File: src/rtl/tri_view_cull.sv
// View-volume culling stage downstream of cs_stack.
// Pops one triangle at a time, rejects it if every vertex is outside one common plane,
// otherwise forwards it with clip hints. Keeps saturating pass/cull statistics.
module tri_view_cull #(
    parameter int          XMIN    = -100,
    parameter int          XMAX    = 100,
    parameter int          YMIN    = -100,
    parameter int          YMAX    = 100,
    parameter int          ZNEAR   = 1,
    parameter int          ZFAR    = 1000,
    parameter int unsigned CNT_W   = 16,
    parameter int unsigned COORD_W = 16,
    parameter int unsigned TRI_W   = 9 * COORD_W
) (
    input  logic             clk,
    input  logic             n_rst,
    input  logic             enable,
    input  logic [TRI_W-1:0] stk_tri,
    input  logic             stk_empty,
    output logic             stk_pop,
    output logic [TRI_W-1:0] out_tri,
    output logic             out_valid,
    input  logic             out_ready,
    output logic             out_clip_needed,
    output logic [5:0]       out_clip_mask,
    output logic [CNT_W-1:0] pass_cnt,
    output logic [CNT_W-1:0] cull_cnt,
    output logic             busy
);

    // Triangle layout: {p, q, r}, each vertex {x, y, z}, signed COORD_W-bit coordinates.
    localparam int unsigned V_W = 3 * COORD_W;

    typedef enum logic [1:0] {
        StIdle,
        StEval,
        StOut
    } state_e;

    state_e           state_q, state_d;
    logic [TRI_W-1:0] tri_q;
    logic             load_tri;
    logic             load_out;
    logic             inc_pass;
    logic             inc_cull;

    logic [5:0] code_p, code_q, code_r;
    logic [5:0] and_c, or_c;

    // Bits {z>ZFAR, z<ZNEAR, y>YMAX, y<YMIN, x>XMAX, x<XMIN}; a value on a bound is inside.
    function automatic logic [5:0] outcode(input logic [V_W-1:0] v);
        int x, y, z;
        x = int'($signed(v[V_W-1 -: COORD_W]));
        y = int'($signed(v[2*COORD_W-1 -: COORD_W]));
        z = int'($signed(v[COORD_W-1:0]));
        return {z > ZFAR, z < ZNEAR, y > YMAX, y < YMIN, x > XMAX, x < XMIN};
    endfunction

    always_comb begin
        code_p = outcode(tri_q[TRI_W-1 -: V_W]);
        code_q = outcode(tri_q[2*V_W-1 -: V_W]);
        code_r = outcode(tri_q[V_W-1:0]);
        and_c  = code_p & code_q & code_r;
        or_c   = code_p | code_q | code_r;
    end

    // Next-state and strobes; stk_pop is Mealy on enable/stk_empty while idle.
    always_comb begin
        state_d  = state_q;
        stk_pop  = 1'b0;
        load_tri = 1'b0;
        load_out = 1'b0;
        inc_pass = 1'b0;
        inc_cull = 1'b0;
        unique case (state_q)
            StIdle: begin
                stk_pop = enable & ~stk_empty;
                if (stk_pop) begin
                    load_tri = 1'b1;
                    state_d  = StEval;
                end
            end
            StEval: begin
                if (|and_c) begin
                    inc_cull = 1'b1;
                    state_d  = StIdle;
                end else begin
                    load_out = 1'b1;
                    state_d  = StOut;
                end
            end
            StOut: begin
                if (out_ready) begin
                    inc_pass = 1'b1;
                    state_d  = StIdle;
                end
            end
            default: state_d = StIdle;
        endcase
    end

    always_ff @(posedge clk or negedge n_rst) begin
        if (!n_rst) begin
            state_q <= StIdle;
        end else begin
            state_q <= state_d;
        end
    end

    always_ff @(posedge clk or negedge n_rst) begin
        if (!n_rst) begin
            tri_q <= '0;
        end else if (load_tri) begin
            tri_q <= stk_tri;
        end
    end

    // Output register only changes on the EVAL->OUT transition, so it is stable while stalled.
    always_ff @(posedge clk or negedge n_rst) begin
        if (!n_rst) begin
            out_tri         <= '0;
            out_clip_mask   <= '0;
            out_clip_needed <= 1'b0;
        end else if (load_out) begin
            out_tri         <= tri_q;
            out_clip_mask   <= or_c;
            out_clip_needed <= |or_c;
        end
    end

    always_ff @(posedge clk or negedge n_rst) begin
        if (!n_rst) begin
            pass_cnt <= '0;
            cull_cnt <= '0;
        end else begin
            if (inc_pass && (pass_cnt != '1)) begin
                pass_cnt <= pass_cnt + 1'b1;
            end
            if (inc_cull && (cull_cnt != '1)) begin
                cull_cnt <= cull_cnt + 1'b1;
            end
        end
    end

    assign out_valid = (state_q == StOut);
    assign busy      = (state_q != StIdle);

    a_pop_only_idle : assert property (@(posedge clk) disable iff (!n_rst)
        stk_pop |-> (state_q == StIdle));

    a_out_stable : assert property (@(posedge clk) disable iff (!n_rst)
        (out_valid && !out_ready) |=> (out_valid && $stable(out_tri) && $stable(out_clip_mask)));

endmodule
File: config.mk
export PLATFORM = sky130hd
export DESIGN_NAME = tri_view_cull
export DESIGN_NICKNAME = d
export VERILOG_FILES = /design/src/rtl/tri_view_cull.sv
export SDC_FILE = /design/constraint.sdc
export NUM_CORES = 1
export LEC_CHECK = 0
export ABC_AREA = 1
export CELL_PAD_IN_SITES_DETAIL_PLACEMENT = 1
export CELL_PAD_IN_SITES_GLOBAL_PLACEMENT = 2
export CORE_UTILIZATION = 29
export DETAILED_ROUTE_END_ITERATION = 16
export GPL_TIMING_DRIVEN = 0
export PLACE_DENSITY_LB_ADDON = 0.12
export SYNTH_ARGS = -nofsm -noshare
export SYNTH_HDL_FRONTEND = slang
export SYNTH_SLANG_ARGS = --single-unit
File: constraint.sdc
create_clock -name clk -period 2.2 [get_ports clk]
set_input_delay 0.44 -clock clk [delete_from_list [all_inputs] [get_ports clk]]
set_output_delay 0.44 -clock clk [all_outputs]
set_load 0.05 [all_outputs]
==> Yosys cells after proc, flatten, opt, wreduce, memory -nomap -nowiden <==
Cells that the tools add are included.
{ "word_totals": {"output_inout_bits": 186, "in_bits": 149, "wordCells": 59, "register_bits": 329} }
{ "classes": {"n_reduce_logical": 7, "mux": 13, "order_cmp": 18, "eq_ne": 6, "bitwise": 6, "addsub": 2} }
{ "ops": {"columns": ["operator", "n"], "rows": [
  ["greater-than comparator 16 x 8 -> 1 bit, second input constant", 6],
  ["less-than comparator 16 x 8 -> 1 bit, second input constant", 6],
  ["greater-than comparator 16 x 11 -> 1 bit, second input constant", 3],
  ["less-than comparator 16 x 2 -> 1 bit, second input constant", 3],
  ["adder 16 x 1 -> 16 bit, second input constant", 2],
  ["inequality test 16 bit, second input constant", 2],
  ["bitwise AND 6 bit", 2],
  ["bitwise OR 6 bit", 2],
  ["OR reduction 6 bit", 2],
  ["2-to-1 mux 1 bit", 9],
  ["2-to-1 mux 2 bit", 3],
  ["case mux 2 bit (3 select lines)", 1],
  ["== test 2 x 1 -> 1 bit, second input constant", 1],
  ["== test 2 bit, second input constant", 1],
  ["logical AND 1 bit", 2],
  ["zero test 2 bit", 1],
  ["inequality test 2 x 1 -> 1 bit, second input constant", 1],
  ["inequality test 2 bit, second input constant", 1],
  ["AND reduction 2 bit", 1],
  ["nonzero test 2 bit", 1],
  ["bitwise AND 1 bit", 1],
  ["inverter 1 bit", 1]
]} }

==> Logic depth before layout (Yosys ltp) <==
Gate-level depths: netlist (run 1).
{ "depth": {"depth_word": 7, "depth_mapped": 16, "ltp_nobuf": 14} }

==> Least setup slack after synthesis (run 1) <==
No wires, ideal clock.
{ "synth_path": {"path_kind": "reg2out", "start": "reg state_q[0]", "end": "out stk_pop", "t_arrival_ns": 1.948, "path_stages_with_launch": 6, "slack_ns": -0.188, "required_time_ns": 1.760, "n_path_buf": 2, "cell_sequence": "dfrtp_1 nor2_1 inv_1 nor3_2 clkbuf_1 clkbuf_1"} }
{ "synth_via": {"elab_chain_cells": 2} }
{ "synth_rtl": {"columns": ["item", "line", "rtl"], "rows": [
  ["start: declaration", "40", "state_e state_q, state_d;"],
  ["start signal: assignment", "104", "state_q <= StIdle;"],
  ["start signal: assignment", "106", "state_q <= state_d;"],
  ["zero test 2 bit", "75", "unique case (state_q)"],
  ["2-to-1 mux 1 bit", "75", null],
  ["end: declaration", "20", "output logic stk_pop,"]
]} }
Every way passes these cells.

==> Final worst setup path (run 1) <==
{ "layout_path": {"start": "reg state_q[1]", "end": "out stk_pop"} }
Same word-level chain as after synthesis.

==> impl_metrics.csv, run 1 <==
group,metric,value,unit
global_routing,grt_antenna_before_repair,6,
timing,worst_slew_pin_slew,0.651,ns
worst_setup_path,cp_slowest_cell,"dfrtp_2",
synth,synth_top_area_share,57.8,%
worst_setup_path,cp.required,1.76,ns
synth,async_reset_ff_share,100,%
die,dieArea,50000,um^2
placed_design,preCtsSetupSlack,-2.18,ns
die,core,48000,um^2
timing,fin_ws,-0.00556,ns
timing,slew_viol_final,0,
worst_setup_path,path_class,"register to primary output",
route,first_pass_iters,4,
hold_path,hold_depth,3,
synth,synth_area,14200,um^2
layout,final_nets,2319,
synth,synthTopCellsByCount,"nand2_1 (818), dfrtp_1 (329), nand3_1 (218)",
synth,yosys_warnings,0,
timing,rsz0062_at_grt,"yes",
hold_path,hold_end,"tri_q[84]",
synth,synthCells,1747,
route,routed_via_density,4.63,
die,pin_count,335,
worst_setup_path,path_cells,"nor2_4 -> inv_4 -> nor3_4 -> buf_12 -> clkbuf_16 -> buf_12",
worst_setup_path,crit-reg2reg-launch,"tri_q[91]",
placed_design,placed_cell_area,18400,um^2
synth,synthFlopType,"dfrtp_1",
placed_design,dp_cells,2699,
worst_setup_path,worstSetupStartpointType,"register",
timing,clock.fmax,0.453,GHz
layout,area_delta_synth_final,46.4,%
flow_run,max-cap-violations,0,
layout,stdcell_area,20800,um^2
worst_setup_path,cp-end-kind,"primary output",
worst_setup_path,rr_worst_depth,13,
status,failed_checks,"setup timing",
placed_design,port_buffers,334,
clock_tree,htree_levels,2,
clock_tree,cts_root_buf,"clkbuf_16",
worst_setup_path,crit_path_frequent_cell,"buf_12",
die,die_h,224,um
placed_design,dp.final_hpwl,37600,um
route,drc_errors,0,
route,initialDrtViolationCount,743,
timing,period_minus_slack,2.21,ns
worst_setup_path,cp_num_cells,6,
die,die_w,224,um
route,vias,13000,
synth,yosys_register_bits,329,
route,wirelength,52500,um
global_routing,grt_pass1_vias,13900,
worst_setup_path,cp_num_buf_inv,4,
hold_path,min_path_type,"input pin to register",
synth,synth.most_common_cell,"nand2_1",
placed_design,gp_congestion,0.799,
global_routing,grt-ovfl-total,0,
power,powerDensity,1570,nW/um^2
worst_setup_path,r2r-end,"out_tri[107]",
power,leakagePower,10.9,nW
layout,final_cells,2816,
timing,slew_headroom,56.6,%
power,fin_total_pwr,32.7,mW
timing,min_period_over_period,100,%
clock_tree,cts_tree,"built",
worst_setup_path,cp_max_fo,3,
hold_path,hold_start,"stk_tri[84]",
timing,hold_viol,0,
synth,synth_fp_nets,1898,
route,antenna_left,0,
clock_tree,clkSlewWorstSetupHoldPaths,0.06,ns
synth,ys_types,31,
global_routing,grt_max_degree,96,
worst_setup_path,r2r_setup_slack,0.12,ns
clock_tree,clk_latency,0.56,ns
worst_setup_path,path_delay_family,"buffers and inverters",
die,start_util,29.6,%
clock_tree,clockBufferDepth,3,
worst_setup_path,cp.arrival,1.77,ns
route,wl_per_cell,18.6,um
global_routing,grt_util_all_layers,21.2,%
layout,drive_gt1_share,13.1,%
synth,yosysTopAreaCell,"dfrtp_1",
status,outcome,"finished with violations",
synth,yosysSeqAreaShare,57.8,%
worst_setup_path,cpPeakStageDelay,0.44,ns
timing,setup_viol,1,
power,max-vdd-ir-drop,0.705,mV
die,placementRows,80,
timing,tns,-0.00556,ns
global_routing,grt_pass1_wl,81200,um
synth,avgSynthCellArea,8.15,um^2
timing,skew,0.0216,ns
synth,synth_edf_count,0,
layout,n_fill_cell,5682,
clock_tree,cts_sinks,329,
synth,synthTopCellsByArea,"dfrtp_1 (58%), nand2_1 (22%), nand3_1 (7.7%), nor2_1 (2.6%), inv_1 (2.0%)",
clock_tree,cts_buffers,41,
## registers in the layout (all words and copies together) (netlist names)
| register | cells |
|---|---|
| out_tri | 144 |
| tri_q | 144 |
| cull_cnt | 16 |
| pass_cnt | 16 |
| out_clip_mask | 6 |
| state_q | 2 |
| out_clip_needed | 1 |
## what timing repair did
item / CTS / global route
endpoints found under the hold margin: 77 / 0
pin swaps: 9 / 13
hold buffers: 1 / 0
buffers inserted: 24 / 17
cloned: 11 / 0
gates resized for setup: 303 / 90
endpoints found under the setup margin: 441 / 273
## kinds of logic after synthesis
logic type	share of synthesized area, %
adders and majority gates	0.176
DFF	57.8
xor gates and xnor gates	1.66
AOI/OAI and AO/OA	1.99
buffers and inverters	5.04
and+or+nand+nor	33.3
## where the power goes
group / switching [mW] / internal [mW] / total, mW / leakage [nW]
logic: 10.2 / 5.04 / 15.2 / 6.04
registers: 2.12 / 8.44 / 10.6 / 4.17
clock network: 2.73 / 4.19 / 6.92 / 0.689
## through the flow
| step | util, % | hold WS (ns) |
|---|---|---|
| floorplan | - | 0.144 |
| global placement | 38.2 | 0.456 |
| detailed placement | 38.4 | 0.459 |
| CTS | 42.9 | 0.388 |
| global route | 43.4 | 0.422 |
| finish | 43.4 | 0.426 |
## layout make-up
cell class	instances	area, um^2	share of cell area (%)
Multi-Input combinational cell	1253	5640	27.1
Timing Repair Buffer	382	3880	18.6
Buffer	78	609	2.92
Clock inverter	9	80.1	0.384
Tap cell	615	769	3.69
Antenna cell	2	5.00	0.0240
Inverter	83	314	1.51
Clock buffer	65	1310	6.28
Sequential cell	329	8240	39.5
## worst max-delay path by stage
stage	from	to	slack, ns
floorplan	pass_cnt[0]	pass_cnt[11]	0.006
global placement	n_rst	out_tri[117]	-14.78
detailed placement	enable	stk_pop	-2.18
CTS	state_q[0]	stk_pop	-0.13
global route	state_q[1]	stk_pop	-0.08
finish	state_q[1]	stk_pop	-0.006
## tightest hold or removal path, delay by kind of cell
| kind | cells | cell delay [ns] |
|---|---|---|
| buffers and inverters | 1 | 0.39 |
| and+or+nand+nor | 2 | 0.12 |
## per-layer routing
metal,part of all wire [%],global-route usage (%),up-vias
li1,-,-,6326
met1,46,28.0,6391
met2,48,35.7,241
met3,4.0,3.67,69
met4,2.0,5.59,8
met5,0.10,0,-
## cell usage in the layout (no fill, tap or decap), types with 5 or more instances in the layout
cell type        instances
nand2_1                746
dfrtp_1                327
nand3_1                213
clkdlybuf4s50_1        181
dlygate4sd2_1          134
nor2_1                  86
inv_1                   74
nand2_2                 66
o21ai_0                 45
clkbuf_16               44
buf_4                   31
clkbuf_1                27
clkbuf_2                18
xor2_1                  18
clkbuf_8                16
buf_6                   15
dlymetal6s2s_1          15
nor3_1                  13
buf_12                  10
buf_8                   10
xnor2_1                  9
inv_2                    8
buf_16                   8
nor2_2                   7
nand2_4                  7
clkbuf_4                 6
buf_2                    6
nor2_4                   5
nor3_2                   5
nand4_1                  5
clkinv_2                 5
Note: power is estimated with default switching activity, not from simulation.
==> run 2: changes to the inputs <==
- TNS_END_PERCENT: not set -> 5
==> run 2 against run 1 <==
- the run now ends clean
- largest power group unchanged
- highest routed layer unchanged
- worst setup slack gained 0.022 ns
- hold slack lost 0.0018 ns
- register-to-register slack got worse by 0.03 ns
- critical path type unchanged
- clock power about the same
- sequential cell count unchanged
- routed wire length down 1.0%
- sequential power about the same
- power shrank 1.0%
- via count down 0.78%
==> impl_metrics.csv, run 2 (synthesis gave the netlist of run 1 again) <==
group,metric,value,unit
route,met2_length,25000,um
placed_design,gp_congestion,0.799,
timing,worst_slew_pin_slew,0.651,ns
worst_setup_path,cpPeakStageDelay,0.43,ns
power,max-vdd-ir-drop,0.717,mV
worst_setup_path,cp-end-kind,"primary output",
global_routing,grt-ovfl-total,0,
timing,clock.fmax,0.458,GHz
layout,area_delta_synth_final,44.5,%
die,placementRows,80,
power,switching_share,46.1,%
layout,final_util,42.8,%
worst_setup_path,cp.required,1.76,ns
die,dieArea,50000,um^2
layout,top_regs,"out_tri x144, tri_q x144",
placed_design,dp.final_hpwl,37600,um
layout,drive_gt1_share,11.3,%
clock_tree,clockBufferDepth,3,
hold_path,hold_end,"tri_q[6]",
layout,final_cell_mix,"nand2_1 (767), dfrtp_1 (326), nand3_1 (213)",
power,powerDensity,1570,nW/um^2
placed_design,port_buffers,334,
worst_setup_path,r2r_setup_slack,0.09,ns
placed_design,preCtsSetupSlack,-2.18,ns
route,routed_via_density,4.62,
hold_path,min_path_type,"input pin to register",
clock_tree,clkSlewWorstSetupHoldPaths,0.06,ns
worst_setup_path,rr_worst_depth,13,
global_routing,grt_max_degree,96,
clock_tree,cts_sinks,329,
power,clock_power_share,21.4,%
die,start_util,29.6,%
timing,min_period_over_period,99.3,%
layout,final_common_cell,"nand2_1",
route,drc_errors,0,
timing,setup_viol,0,
clock_tree,htree_levels,2,
power,fin_total_pwr,32.4,mW
clock_tree,cts_buffers,41,
hold_path,hold_depth,3,
worst_setup_path,path_cells,"nor2_4 -> inv_2 -> nor3_4 -> buf_12 -> clkbuf_16 -> buf_12",
global_routing,grt_antenna_before_repair,6,
route,wirelength,52000,um
worst_setup_path,cp_slowest_cell,"dfrtp_2",
timing,fin_ws,0.0164,ns
status,outcome,"finished, final reports clean",
route,initialDrtViolationCount,730,
die,core,48000,um^2
worst_setup_path,cp_max_fo,3,
die,die_w,224,um
placed_design,dp_cells,2699,
timing,tns,0,ns
route,first_pass_iters,4,
timing,slew_viol_final,0,
route,vias,12900,
layout,final_nets,2304,
worst_setup_path,cp.arrival,1.74,ns
clock_tree,clk_latency,0.56,ns
worst_setup_path,crit_path_frequent_cell,"buf_12",
worst_setup_path,cp_num_buf_inv,4,
power,p_switching,14.9,mW
timing,period_minus_slack,2.18,ns
route,antenna_left,0,
route,wl_met1,23600,um
worst_setup_path,path_delay_family,"buffers and inverters",
worst_setup_path,r2r-end,"out_tri[115]",
power,comb_power_share,46.2,%
global_routing,grt_pass1_wl,79400,um
route,wl_per_cell,18.5,um
timing,slew_headroom,56.6,%
flow_run,max-cap-violations,0,
power,power_frac_seq,32.5,%
worst_setup_path,worstSetupStartpointType,"register",
global_routing,grt_pass1_vias,13600,
worst_setup_path,crit-reg2reg-launch,"tri_q[91]",
timing,skew,0.0231,ns
route,top_layer_used,"met5",
global_routing,grt_util_all_layers,20.6,%
worst_setup_path,path_class,"register to primary output",
clock_tree,cts_root_buf,"clkbuf_16",
clock_tree,cts_tree,"built",
die,die_h,224,um
power,leakagePower,10.8,nW
timing,hold_viol,0,
layout,n_fill_cell,5673,
hold_path,hold_start,"stk_tri[6]",
die,pin_count,335,
power,p_int,17.5,mW
timing,rsz0062_at_grt,"yes",
route,wl_met3,2300,um
layout,final_cells,2802,
## run 2: changes by cell type in the layout (fill, tap and decap cells not counted), sizes merged
cell,change
diode,+1
dlymetal6s2s,+3
nand2,+1
buf,-25
bufbuf,-1
dlygate4sd2,-3
clkdlybuf4s15,-1
clkdlybuf4s50,+1
clkbuf,+10
## run 2: power by group through the flow
stage	Sequential (mW)	Clock, mW	Combinational (mW)
after floorplan	14.0	0	5.01
after global placement	10.5	0	14.0
after detailed placement	10.6	0	14.2
after CTS	10.5	7.11	14.1
after global routing	10.9	7.31	16.3
final	10.5	6.93	15.0
## run 2: metrics by stage
step           hold slack [ns]  instance area (um^2)
5_1_grt                  0.422                 20600
3_3_place_gp             0.456                 18400
6_report                 0.424                 20600
4_1_cts                  0.388                 19900
3_5_place_dp             0.459                 18400
2_1_floorplan            0.144                 14200
## run 2: routing by layer
metal	vias up	track usage (%)
li1	6299	-
met4	8	5.26
met3	66	3.70
met5	-	0
met1	6315	27.4
met2	245	34.6
## run 2: area by class of cell
class / count / area (um^2) / area share [%]
well taps: 615 / 769 / 3.74
inverters: 83 / 312 / 1.51
flip-flops and latches: 329 / 8240 / 40.0
multi-input cells: 1254 / 5580 / 27.1
plain buffers: 81 / 592 / 2.88
diodes: 3 / 7.51 / 0.0365
clock inverters: 9 / 80.1 / 0.389
clock buffers: 65 / 1310 / 6.36
repair buffers: 363 / 3690 / 17.9
## run 2: worst min-delay path, cell delays in order
cell	delay (ns)
clkdlybuf4s50_1	0.40
nand2_1	0.06
nand2_1	0.05
## run 2: worst max path at each step
stage	startpoint	to	slack (ns)	cells past startpoint
2_1_floorplan	pass_cnt[0]	pass_cnt[11]	0.006	9
3_3_place_gp	n_rst	out_tri[117]	-14.78	1
3_5_place_dp	enable	stk_pop	-2.18	6
4_1_cts	state_q[0]	stk_pop	-0.13	6
5_1_grt	state_q[1]	stk_pop	-0.05	6
6_report	state_q[1]	stk_pop	0.02	6
## run 2: what timing repair did
action,in CTS,in global routing
hold buffers,1,0
resized for setup,204,133
setup buffers,6,12
endpoints found under the hold margin,77,0
setup endpoints to repair,441,271
gates cloned,0,8
pin swaps,3,9
==> run 3: changes to the inputs <==
- ABC_CLOCK_PERIOD_IN_PS: not set -> 2200
==> results of run 3 <==
Final layout, timing and power as in run 2 (identical DEF).
